===== src/rtl/mux_arbiter.sv =====
// Round-robin arbiter for a shared N:1 mux tree: grants one requester at a time,
// bounds each ownership at MAX_HOLD cycles and inserts one dead cycle between owners.
module mux_arbiter #(
  parameter int N        = 4,
  parameter int SELW     = 2,
  parameter int MAX_HOLD = 8
) (
  input  logic            clk,
  input  logic            reset_n,
  input  logic [N-1:0]    req,
  input  logic            done,
  output logic [N-1:0]    gnt,
  output logic [SELW-1:0] sel,
  output logic            busy,
  output logic            timeout
);

  localparam int CW = $clog2(MAX_HOLD);

  typedef enum logic [1:0] {IDLE, OWN, GAP} state_t;

  state_t          state;
  logic [CW-1:0]   cnt;
  logic [SELW-1:0] ptr;
  logic            any_req;
  logic [SELW-1:0] win;
  logic            rel_norm;
  logic            rel_lim;
  logic [SELW-1:0] ptr_next;

  // Lowest set bit at or above ptr wins; otherwise wrap to the lowest set bit overall.
  always_comb begin
    any_req = 1'b0;
    win     = '0;
    for (int i = N - 1; i >= 0; i--) begin
      if (req[i]) begin
        any_req = 1'b1;
        win     = SELW'(i);
      end
    end
    for (int i = N - 1; i >= 0; i--) begin
      if (req[i] && (i >= int'(ptr))) begin
        win = SELW'(i);
      end
    end
  end

  assign rel_norm = done | ~req[sel];
  assign rel_lim  = (cnt == CW'(MAX_HOLD - 1));
  assign ptr_next = (sel == SELW'(N - 1)) ? '0 : sel + 1'b1;

  // A limit release coinciding with done or a req drop is reported as a normal release.
  always_ff @(posedge clk or negedge reset_n) begin
    if (!reset_n) begin
      state   <= IDLE;
      gnt     <= '0;
      sel     <= '0;
      busy    <= 1'b0;
      timeout <= 1'b0;
      cnt     <= '0;
      ptr     <= '0;
    end else begin
      timeout <= 1'b0;
      case (state)
        IDLE, GAP: begin
          if (any_req) begin
            state <= OWN;
            gnt   <= {{(N-1){1'b0}}, 1'b1} << win;
            sel   <= win;
            busy  <= 1'b1;
            cnt   <= '0;
          end else begin
            state <= IDLE;
          end
        end
        OWN: begin
          if (rel_norm || rel_lim) begin
            state   <= GAP;
            gnt     <= '0;
            busy    <= 1'b0;
            ptr     <= ptr_next;
            timeout <= rel_lim & ~rel_norm;
          end else begin
            cnt <= cnt + 1'b1;
          end
        end
        default: begin
          state <= IDLE;
          gnt   <= '0;
          busy  <= 1'b0;
        end
      endcase
    end
  end

endmodule


===== config.mk =====
export PLATFORM = sky130hd
export DESIGN_NAME = mux_arbiter
export DESIGN_NICKNAME = d
export VERILOG_FILES = /design/src/rtl/mux_arbiter.sv
export SDC_FILE = /design/constraint.sdc
export NUM_CORES = 1
export LEC_CHECK = 0
export BUFFER_PORTS_ARGS = -buffer_cell sky130_fd_sc_hd__buf_2
export CELL_PAD_IN_SITES_DETAIL_PLACEMENT = 1
export CELL_PAD_IN_SITES_GLOBAL_PLACEMENT = 1
export CORE_AREA = 2 2 46 48
export DETAILED_ROUTE_END_ITERATION = 16
export DIE_AREA = 0 0 48 50
export PLACE_DENSITY_LB_ADDON = 0.2
export SYNTH_ARGS = -nofsm -noshare
export SYNTH_HDL_FRONTEND = slang
export SYNTH_SLANG_ARGS = --single-unit

===== constraint.sdc =====
create_clock -name clk -period 3.5 [get_ports clk]
set_clock_uncertainty 0.1 [all_clocks]
set_input_delay 0.875 -clock clk [delete_from_list [all_inputs] [get_ports clk]]
set_output_delay 0.875 -clock clk [all_outputs]
set_load 0.005 [all_outputs]

# Word level (Yosys, flattened, before mapping)
# Cells that the tools add are included.
# totals
output_inout_bits	8
elab_cells	64
regBits	15
# classes
n_shift	1
reduce_logical	11
n_addsub	2
mux	28
magnitude_cmp	4
bitwise_logic	4
eq_ne	7
# ops
op	n
2-bit 2-to-1 mux	9
1-bit 2-to-1 mux	10
4-bit 2-to-1 mux	2
4-bit case mux with 2 select lines	1
3-bit 2-to-1 mux	2
2-bit != test (second input constant)	3
3-bit case mux with 2 select lines	1
2-bit AND reduction	3
2-bit equality test (second input constant)	2
1-bit by 2-bit >= comparator with 1-bit output (first input constant)	2
2-bit case mux with 2 select lines	1
1-bit by 2-bit << shifter with 4-bit output (first input constant)	1
3-bit by 1-bit adder with 3-bit output (second input constant)	1
3-bit equality test (second input constant)	1
1-bit logical AND	3
2-bit by 3-bit < comparator with 1-bit output (second input constant)	1
3-bit AND reduction	1
2-bit by 1-bit adder with 2-bit output (second input constant)	1
1-bit binary-select mux with 2-bit select	1
2-bit by 1-bit equality test with 1-bit output (second input constant)	1
2-bit >= comparator (first input constant)	1
2-bit logical NOT	1
1-bit NOT	2
1-bit case mux with 2 select lines	1
5 further kinds	5

# Depth between registers and ports, before layout
# depth
word_depth	10
depth_mapped	6
mapped_depth_nobuf	6

# Worst setup path before layout
# No wires, ideal clock.
# synth_path
kind	input to register
startpoint	input port done
endpoint	register ptr[0]
t_required_ns	3.275
setup_time_ns	0.125
t_arrival_ns	1.850
path_stages	4
slack_ns	1.425
path_buffers	0
cell_sequence	or3b_1 -> o22ai_2 -> nor3b_2 -> mux2_2
# synth_between
elab_chain_len	3
# synth_rtl
element	line_no	rtl
from (decl)	11	input logic done,
1-bit bitwise OR	48	assign rel_norm = done | ~req[sel];
1-bit logical OR	77	if (rel_norm || rel_lim) begin
2-bit AND reduction (no source line)	-	
to (signal assigned)	81	ptr <= ptr_next;
to (decl)	24	logic [SELW-1:0] ptr;
# No other way between the ends.
# A chain may end at the register's enable or synchronous reset.

# Final worst setup path
# layout_path
startpoint	register cnt[0]
endpoint	register cnt[0]
# layout_between
elab_chain_len	4
word_cells_on_any_way	7
# layout_rtl
element	line_no	rtl
from (decl)	23	logic [CW-1:0] cnt;
from (signal assigned)	84	cnt <= cnt + 1'b1;
parallel branches: the longest is 4 deep, another holds 3-bit by 1-bit adder with 3-bit output	-	
# Several ways; the timed one is not identified. The select of a mux whose other input is x is not followed.

==> impl_metrics.ini <==
[clock_network]
post_cts_buffers = 0
cts_buffers = 3
ctsHoldBuffers = 0
clkTransAtPathRegs_ns = 0.09
root_buffer = clkbuf_4
insertion_delay_ns = 0.28
ctsResizeCount = 0
clk_path_buf_depth = 2
cts_tree = yes
cts_sinks = 15
h-tree-depth = 1

[worst_setup_path]
reg2reg_from = cnt[0]
arrival_ns = 2.17
regToRegEndpoint = cnt[0]
startpoint = cnt[0]
r2r_cells = 6
r2r_slack_ns = 1.39
cp_max_fo = 6
setup.worst_path.end_class = flip-flop
cp.required_ns = 3.57
crit_type = reg2reg
startpoint_type = flip-flop

[die]
coreArea_um2 = 1900
num_rows = 16
die_x_um = 48
dieHeight_um = 50
io_pins = 15
initial_core_util = 0.422
die_area_um2 = 2400

[timing]
rsz0062_at_grt = no
finalCritPeriodShare = 0.602
fin_setup_tns_ns = 0
drv_slew = 0
slew_headroom = 0.776
fmax_ghz = 0.475
tightest_slew_ns = 0.337
finalSetupViolations = 0
hold_viol = 0
period_minus_slack_ns = 2.11

[yosys]
synth_edf_count = 0
netlist_area_um2 = 803
synth_top_area_share = 0.467
synth_flop_cell = dfrtp_1
ys_top_cells_by_area = dfrtp_1, mux2i_1, ha_1
postSynthCellCount = 77
ys_seq_area_frac = 0.467
ys_types = 30
syn_nets = 87
yosysMostFrequentCell = dfrtp_1
synth_common_cells = dfrtp_1, nand2_1, inv_1, mux2i_1
ys_seq_elements = 15
ys.warnings.count = 0
syn_avg_cell_area_um2 = 10.4
synth_top_cell_by_area = dfrtp_1
synthArstFlopShare = 1.00

[final_layout]
fin_area_um2 = 925
fin_nets = 104
fillers = 224
num_antenna_cells = 0
multi_input_area_um2 = 397
areaGrowthSynthToFinish_pct = 15.1
drive_above_1_share = 0.237
regArea_um2 = 375

[place]
port_buffers = 14
post_dp_cell_area_um2 = 898
globalplace.congestion = 0.852
post-dp-hpwl_mm = 1.40

[pwr]
p_leak_nw = 0.455
power_density_nw_per_um2 = 754
peakVddDrop_mv = 0.461

[route]
first_pass_iters = 4
drc = 0
drt-initial-drc-count = 7
via_count = 629
post_drt_wl_per_cell_um = 14.8
viasPerCell = 5.24
routed_wl_mm = 1.78
postRouteAntennaNets = 0

[hold_path]
hold_class = in2async

[global_routing]
overflow = 0
grt_pass1_vias = 611
track_usage = 0.178
grt_antenna_before_repair = 0
grt_start_max_net_pins = 16
grt_pass1_wl_mm = 3.01

[run_status]
run_status = completed

[flow_run]
cap_viol_max_count = 0
[report_power, final]
part           internal [mW]  switching [mW]  total, mW
sequential             0.239          0.0814      0.320
combinational          0.136           0.142      0.278
clock                 0.0443          0.0546     0.0989
total                  0.420           0.277      0.697
[layout make-up]
class | instances | area share
Sequential cell | 15 | 0.406
Timing Repair Buffer | 14 | 0.0758
Tap cell | 27 | 0.0365
Multi-Input combinational cell | 54 | 0.429
Inverter | 6 | 0.0244
Clock buffer | 4 | 0.0284
[stage by stage]
stage	instances	power [mW]	hold WS (ns)	utilization	setup slack [ns]
2_1_floorplan	77	0.503	0.352	-	1.43
3_3_place_gp	116	0.594	0.375	0.472	1.18
3_5_place_dp	116	0.603	0.393	0.472	1.13
4_1_cts	120	0.704	0.386	0.486	1.38
5_1_grt	120	0.762	0.393	0.486	1.25
6_report	120	0.697	0.375	0.486	1.39
[layer usage]
metal	wire length, um	track usage	vias to the layer above
met2	825	0.260	13
met4	0	0.0270	0
met3	75	0.0769	0
met5	0	0	-
met1	877	0.247	302
li1	-	-	314
[state kept, by name, summed over array words and instances, names as in the netlist]
| signal | cells |
|---|---|
| state | 2 |
| sel | 2 |
| timeout | 1 |
| ptr | 2 |
| busy | 1 |
| gnt | 4 |
| cnt | 3 |
[logic make-up after synthesis]
group	count (synthesis)	synth area share
and+or+nand+nor	23	0.159
adders and majority gates	3	0.0467
muxes	8	0.103
AOI/OAI and AO/OA	20	0.185
buffers and inverters	8	0.0389
DFF	15	0.467
[worst max-delay path, stage by stage, from the launching register on]
cell	delay (ns)
dfrtp_1	0.41
ha_1	0.21
ha_1	0.21
or3b_1	0.39
o22ai_2	0.28
nand2_1	0.22
mux2i_1	0.16
[worst max-delay path by stage]
stage          endpoint  cells past startpoint
6_report         cnt[0]                      6
5_1_grt          cnt[1]                      6
4_1_cts          cnt[1]                      6
3_5_place_dp     cnt[1]                      5
3_3_place_gp     cnt[1]                      5
2_1_floorplan    ptr[0]                      4
[layout by cell type, fill, tap and decap left out, drive strengths merged, types with 3 or more instances in the layout]
cell type  synthesis  layout
dfrtp             15      15
buf                1      14
nand2              8       8
mux2i              6       6
inv                6       6
nor2               4       4
a21oi              4       4
clkbuf             1       4
ha                 3       3
nor3b              3       3
No activity file was read; power rests on OpenSTA's default activity.
